===== config.mk =====
export PLATFORM = sky130hd
export DESIGN_NAME = pipe_ctrl_seq
export DESIGN_NICKNAME = d
export VERILOG_FILES = /design/src/rtl/pipe_ctrl_seq.sv
export SDC_FILE = /design/constraint.sdc
export NUM_CORES = 1
export LEC_CHECK = 0
export BUFFER_PORTS_ARGS = -buffer_cell sky130_fd_sc_hd__clkbuf_2
export CAP_MARGIN = 20
export CORE_MARGIN = 5
export CORE_UTILIZATION = 45
export CTS_CLUSTER_SIZE = 25
export DETAILED_ROUTE_END_ITERATION = 8
export PLACE_DENSITY = 0.87
export SLEW_MARGIN = 20
export SYNTH_ARGS = -nofsm -noshare
export SYNTH_HDL_FRONTEND = slang
export SYNTH_SLANG_ARGS = --single-unit

===== constraint.sdc =====
create_clock -name clk -period 2.6 [get_ports clk]
set_input_delay 0.52 -clock clk [delete_from_list [all_inputs] [get_ports clk]]
set_output_delay 0.52 -clock clk [all_outputs]
set_load 0.005 [all_outputs]

===== src/rtl/pipe_ctrl_seq.sv =====
// Pipeline sequencer: merges stage stall requests, turns MEM exceptions into
// flush + redirect, and keeps saturating stall/exception statistics plus a stall watchdog.
module pipe_ctrl_seq #(
  parameter logic [31:0] EXC_VECTOR    = 32'h0000_0020,
  parameter int unsigned FLUSH_LEN     = 1,
  parameter int unsigned CNT_W         = 16,
  parameter int unsigned STALL_TIMEOUT = 1024
) (
  input  logic             clk,
  input  logic             rst,
  input  logic             stallreq_from_if,
  input  logic             stallreq_from_id,
  input  logic             stallreq_from_ex,
  input  logic             stallreq_from_mem,
  input  logic [31:0]      excepttype_i,
  input  logic [31:0]      cp0_epc_i,
  output logic [5:0]       stall,
  output logic             flush,
  output logic [31:0]      new_pc,
  output logic [CNT_W-1:0] stall_cycles,
  output logic [CNT_W-1:0] exc_count,
  output logic             stall_timeout
);

  localparam int unsigned HOLD_W = 4;
  localparam int unsigned RUN_W  = $clog2(STALL_TIMEOUT + 1);

  localparam logic [0:0] ST_RUN        = 1'b0;
  localparam logic [0:0] ST_FLUSH_HOLD = 1'b1;

  localparam logic [31:0] EXC_ERET = 32'h0000_000e;

  logic [0:0]       state_q, state_d;
  logic [HOLD_W-1:0] hold_q, hold_d;
  logic [31:0]      pc_q, pc_d;
  logic [CNT_W-1:0] stall_cnt_q, stall_cnt_d;
  logic [CNT_W-1:0] exc_cnt_q, exc_cnt_d;
  logic [RUN_W-1:0] run_q, run_d;
  logic             timeout_q, timeout_d;
  logic             exc_accept;

  // Next-state and combinational pipeline controls
  always_comb begin
    state_d    = state_q;
    hold_d     = hold_q;
    pc_d       = pc_q;
    stall      = 6'b000000;
    flush      = 1'b0;
    new_pc     = 32'h0000_0000;
    exc_accept = 1'b0;

    if (!rst) begin
      case (state_q)
        ST_RUN: begin
          if (excepttype_i != 32'h0000_0000) begin
            flush      = 1'b1;
            new_pc     = (excepttype_i == EXC_ERET) ? cp0_epc_i : EXC_VECTOR;
            pc_d       = new_pc;
            exc_accept = 1'b1;
            if (FLUSH_LEN > 1) begin
              state_d = ST_FLUSH_HOLD;
              hold_d  = HOLD_W'(FLUSH_LEN - 1);
            end
          end else if (stallreq_from_mem) begin
            stall = 6'b011111;
          end else if (stallreq_from_ex) begin
            stall = 6'b001111;
          end else if (stallreq_from_id || stallreq_from_if) begin
            stall = 6'b000111;
          end
        end
        ST_FLUSH_HOLD: begin
          flush  = 1'b1;
          new_pc = pc_q;
          hold_d = hold_q - HOLD_W'(1);
          if (hold_q == HOLD_W'(1)) begin
            state_d = ST_RUN;
          end
        end
        default: state_d = ST_RUN;
      endcase
    end
  end

  // Statistics and watchdog
  always_comb begin
    stall_cnt_d = stall_cnt_q;
    exc_cnt_d   = exc_cnt_q;
    run_d       = '0;
    timeout_d   = timeout_q | (run_q == RUN_W'(STALL_TIMEOUT));

    if ((stall != 6'b000000) && (stall_cnt_q != {CNT_W{1'b1}})) begin
      stall_cnt_d = stall_cnt_q + CNT_W'(1);
    end
    if (exc_accept && (exc_cnt_q != {CNT_W{1'b1}})) begin
      exc_cnt_d = exc_cnt_q + CNT_W'(1);
    end
    if ((stall != 6'b000000) && !flush) begin
      run_d = (run_q == RUN_W'(STALL_TIMEOUT)) ? run_q : run_q + RUN_W'(1);
    end
  end

  always_ff @(posedge clk) begin
    if (rst) begin
      state_q     <= ST_RUN;
      hold_q      <= '0;
      pc_q        <= 32'h0000_0000;
      stall_cnt_q <= '0;
      exc_cnt_q   <= '0;
      run_q       <= '0;
      timeout_q   <= 1'b0;
    end else begin
      state_q     <= state_d;
      hold_q      <= hold_d;
      pc_q        <= pc_d;
      stall_cnt_q <= stall_cnt_d;
      exc_cnt_q   <= exc_cnt_d;
      run_q       <= run_d;
      timeout_q   <= timeout_d;
    end
  end

  assign stall_cycles  = stall_cnt_q;
  assign exc_count     = exc_cnt_q;
  assign stall_timeout = timeout_q;

endmodule

== Word level (Yosys, flattened, before mapping) ==
Index checks and enable logic that the tools add are counted.

* Output and inout port bits: 72
* Register bits: 81
* Input port bits: 70
* Word-level logic and storage cells: 45

* Mux-type cells: 16
* Reductions and logical operators: 10
* Bitwise gates (word level): 3
* $add $sub $neg: 4
* Equal/unequal tests: 5

{| class="wikitable"
|+ Operators with widths
! kind !! number
|-
| $mux 32 || 3
|-
| $pmux 32 s2 || 1
|-
| $add 16x1->16 const B || 2
|-
| $eq 32x4->1 const B || 1
|-
| $ne 16x16->1 const B || 2
|-
| $reduce_bool 32->1 || 1
|-
| $mux 5 || 4
|-
| $add 11x1->11 const B || 1
|-
| $eq 11x11->1 const B || 1
|-
| $reduce_bool 6->1 || 1
|-
| $mux 1 || 5
|-
| $eq 4x1->1 const B || 1
|-
| $mux 4 || 1
|-
| $reduce_or 2->1 || 2
|-
| $sub 4x1->4 const B || 1
|-
| $logic_and 1x1->1 || 3
|-
| $mux 3 || 1
|-
| $not 1->1 || 2
|-
| $pmux 1 s2 || 1
|-
| $reduce_and 2->1 || 1
|-
| $logic_not 1->1 || 1
|-
| $logic_or 1x1->1 || 1
|-
| $or 1x1->1 || 1
|}

== Longest topological paths before layout ==
* Depth in word-level cells: 11
* Gate-level depth with buffers: 8
* Depth with buffers taken out: 6

== Least setup slack after synthesis ==
Ideal clock, no wire load.

* Kind: input to output
* Start point: input excepttype_i[0]
* End point: output new_pc[0]
* Arrival: 2064 ps
* Cell stages on the path: 6
* Data required time: 2080 ps
* Path slack: 16 ps
* Buffers on the path: 1
* Path through: nor4_1 -> nand4_1 -> nor2_1 -> nor4b_2 -> clkbuf_1 -> a22o_1

* Longest elaborated chain between the ends: 5
* Elaborated cells on any way between the ends: 6
* Those cells by class: eq/ne (1); mux (4); reduce/logical (1)

{| class="wikitable"
|+ Ends and longest elaborated chain
! item !! line !! text
|-
| start: declaration || 15 || <nowiki>input logic [31:0] excepttype_i,</nowiki>
|-
| $eq 32x4->1 || 57 || <nowiki>new_pc = (excepttype_i == EXC_ERET) ? cp0_epc_i : EXC_VECTOR;</nowiki>
|-
| $mux 32 || 57 ||
|-
| $mux 32 (*) || 55 || <nowiki>if (excepttype_i != 32'h0000_0000) begin</nowiki>
|-
| $pmux 32 s2 (*) || 53 || <nowiki>case (state_q)</nowiki>
|-
| $mux 32 (*) || 52 || <nowiki>if (!rst) begin</nowiki>
|-
| end: declaration || 19 || <nowiki>output logic [31:0] new_pc,</nowiki>
|}

Every way passes the cells marked *; elsewhere a longest branch is shown, timed or not.

== Final worst setup path ==
* Start point: input excepttype_i[21]
* End point: output new_pc[18]

The elaborated chain is that of the path after synthesis.

==> impl_results.md <==
- Hold path start: cp0_epc_i[25]
- Placed insts: 667
- Die area: 10680 sq um
- Worst R2R Path Depth: 5
- I/O pin count: 142
- Worst reg-to-reg setup slack: 330 ps
- Total grt overflow: 0
- Largest area contributor in the netlist: dfxtp_1
- Yosys Warn Count: 0
- Die width: 103.4 microns
- Final min period: 2706 ps
- Slew @ Worst Pin: 515.0 ps
- Post-synthesis cell count: 432
- GR Util All Layers: 0.1938
- Fmax: 369.6 MHz
- Post-layout util: 0.6057
- Worst EP required: 2080 ps
- Clock Latency Late Sink: 350 ps
- Setup ws final: -105.9 ps
- VDD IR-drop max: 0.2849 mV
- Final setup violation count: 29
- Antenna cells: 0
- Clock skew: 13.92 ps
- DR WL/cell: 16.29 microns
- Effective utilization at floorplan: 0.4565
- Crit path max-delay family: simple AND/OR/NAND/NOR gates
- Hold crit path type: in -> reg
- CP Capture Type: output port
- Worst path bufs/invs: 4
- Routed vias: 3995
- Root Buffer: clkbuf_8
- P&R area growth vs syn: 32.70%
- Initial antenna violation count: 0
- Core box area: 8593 sq um
- Max Cap Violations: 0
- Area post-placement: 4798 sq um
- Unique masters post-synth: 43
- Sequential share of the synthesized area: 0.4134
- CP Launch Type: primary input
- Leakage power: 2.200 nW
- Yosys top cell area share: 0.4134
- Fraction of registers with async set/reset: 0
- Final wirelength: 11.31 mm
- H-Tree Depth: 3
- Final hold vios: 0
- Layout Cells excl Fill: 694
- Reg clk slew, reported paths: 90 ps
- Post-synth EDFFs: 0
- Final worst path period share: 1.041
- Clk buf depth: 2
- Reg2reg end: exc_count[12]$_SDFFE_PP0P_
- Yosys reg bits: 81
- Clk sink count: 81
- Post-DR vias/cell: 5.756
- DP Worst Slack: -163.5 ps
- Predominant post-synthesis flop cell: dfxtp_1
- CP Class: in -> out
- Final layout net count: 657
- RSZ-0062 raised after global routing: yes
- Gp weighted congestion: 0.7960
- Buffers on Ports: 140
- Share of cells above drive strength 1: 0.3635
- Setup TNS: -1387 ps
- P per Cell Area: 439.0 nW/um^2
- Run status: complete, but fails checks
- CTS Buf Count: 9
- R2R Path Start: exc_count[0]$_SDFFE_PP0P_
- Die H: 103.4 microns
- Core Rows: 34
- Worst hold path cell count: 2
- Slowest stage cell, crit path: nor4_1
- Initial drt markers: 132
- Design area: 5205 sq um
- # hold bufs at CTS: 0
- CTS tree: yes
- Vias in the first global route: 3748
- CP Max Fanout: 7
- DRC Markers: 0
- Failing checks: negative setup slack
- End of the worst hold path: pc_q[25]$_SDFFE_PP0N_
- Average cell area after synthesis: 9.080 sq um
- Final Power: 2.285 mW
- Normalized max-slew margin: 0.6567
- CP arrival: 2190 ps
- Largest net degree at the start of global routing: 52
- Main area contributors after synthesis: dfxtp_1 (41%), a22o_1 (14%), mux2_2 (3.7%)
- HPWL after detailed placement: 7.748 mm
- Count leader, synth: dfxtp_1
- TritonRoute pass-1 iters: 4
- Post-synth top cells: dfxtp_1 (81), a22o_1 (62), nor2_1 (39)
- Final Hold Slack: 405.2 ps
- First-pass GRT wire length: 16.66 mm
- Synthesized Nets: 508
- Max-slew violation count: 0
- Worst path max stage delay: 280 ps
- Worst path cell trace: clkbuf_2, nor4_1, nand4_1, nor2_2, nor4b_4, buf_6, buf_6, a22o_1, clkbuf_2
- Cell Area, Synth: 3923 sq um
- Antenna-violating nets left: 0
-- worst reg2reg max path, stage by stage, from the launching register on --
cell and delay [ps]:
dfxtp_1 450, ha_1 230, nand2_1 70, or4b_2 680
nor4b_1 350, mux2_2 390
-- routing by layer --
metal | GRT usage | wire (microns) | vias up
met5 | 0 | 0 | -
met4 | 0.08665 | 234 | 0
met3 | 0.03488 | 729 | 20
met2 | 0.3333 | 5863 | 124
met1 | 0.2353 | 4479 | 1916
li1 | - | - | 1935
-- logic make-up after synthesis --
group,share of synthesized area
AO/OA/AOI/OAI,0.2211
XOR/XNOR,0.02679
adder cells (fa/ha/maj),0.01914
buffers and inverters,0.05199
flip-flops,0.4134
multiplexers,0.03987
other,0.0009560
AND/OR/NAND/NOR,0.2268
-- flip-flops by register name, summed over array words and instances, names as in the netlist --
register	flops
pc_q	32
stall_cycles	16
hold_q	4
exc_count	16
run_q	11
state_q	1
stall_timeout	1
-- cells in the final DEF, fill, tap and decap left out, drive strengths merged, types with 2 or more instances in the layout --
cell,count
nand4,9
a22o,62
nor2b,12
mux2,13
clkinvlp,2
nor3,4
o31ai,12
inv,10
o21ai,6
and3,7
xnor2,4
or4,13
nor4b,5
ha,6
o41ai,3
clkbuf,128
buf,55
o311ai,2
nand3,22
and4,3
or2,2
or3,6
xor2,8
dfxtp,81
clkinv,3
nor2,40
nand2,14
a211oi,4
a21oi,21
nor4,19
-- where the power goes --
group	switching (mW)	leakage, nW	internal [mW]	total [mW]
registers	0.00699	0.653	1.24	1.25
clock network	0.445	0.0953	0.467	0.913
logic	0.0622	1.45	0.0591	0.121
-- worst max-delay path by stage --
stage | from | end | depth (start not counted)
2_1_floorplan | excepttype_i[0] | new_pc[0] | 6
3_3_place_gp | excepttype_i[16] | new_pc[16] | 8
3_5_place_dp | excepttype_i[16] | new_pc[17] | 8
4_1_cts | excepttype_i[22] | new_pc[17] | 9
5_1_grt | excepttype_i[21] | new_pc[18] | 9
6_report | excepttype_i[21] | new_pc[18] | 9
-- cell type report --
type	instances	area, sq um
timing repair buffer	172	1064
tap	108	135.1
multi-input combinational	306	2145
fill	761	3388
clock buffer	11	141.4
inverter	11	43.79
clock inverter	5	55.05
sequential	81	1622
-- timing repair --
item | 4_1_cts | 5_1_grt
setup buffers | 3 | 3
gates resized for setup | 5 | 32
endpoints found under the setup margin | 34 | 34
gates cloned | 2 | 3
pin swaps | 24 | 16
No activity file was read; power rests on OpenSTA's default activity.
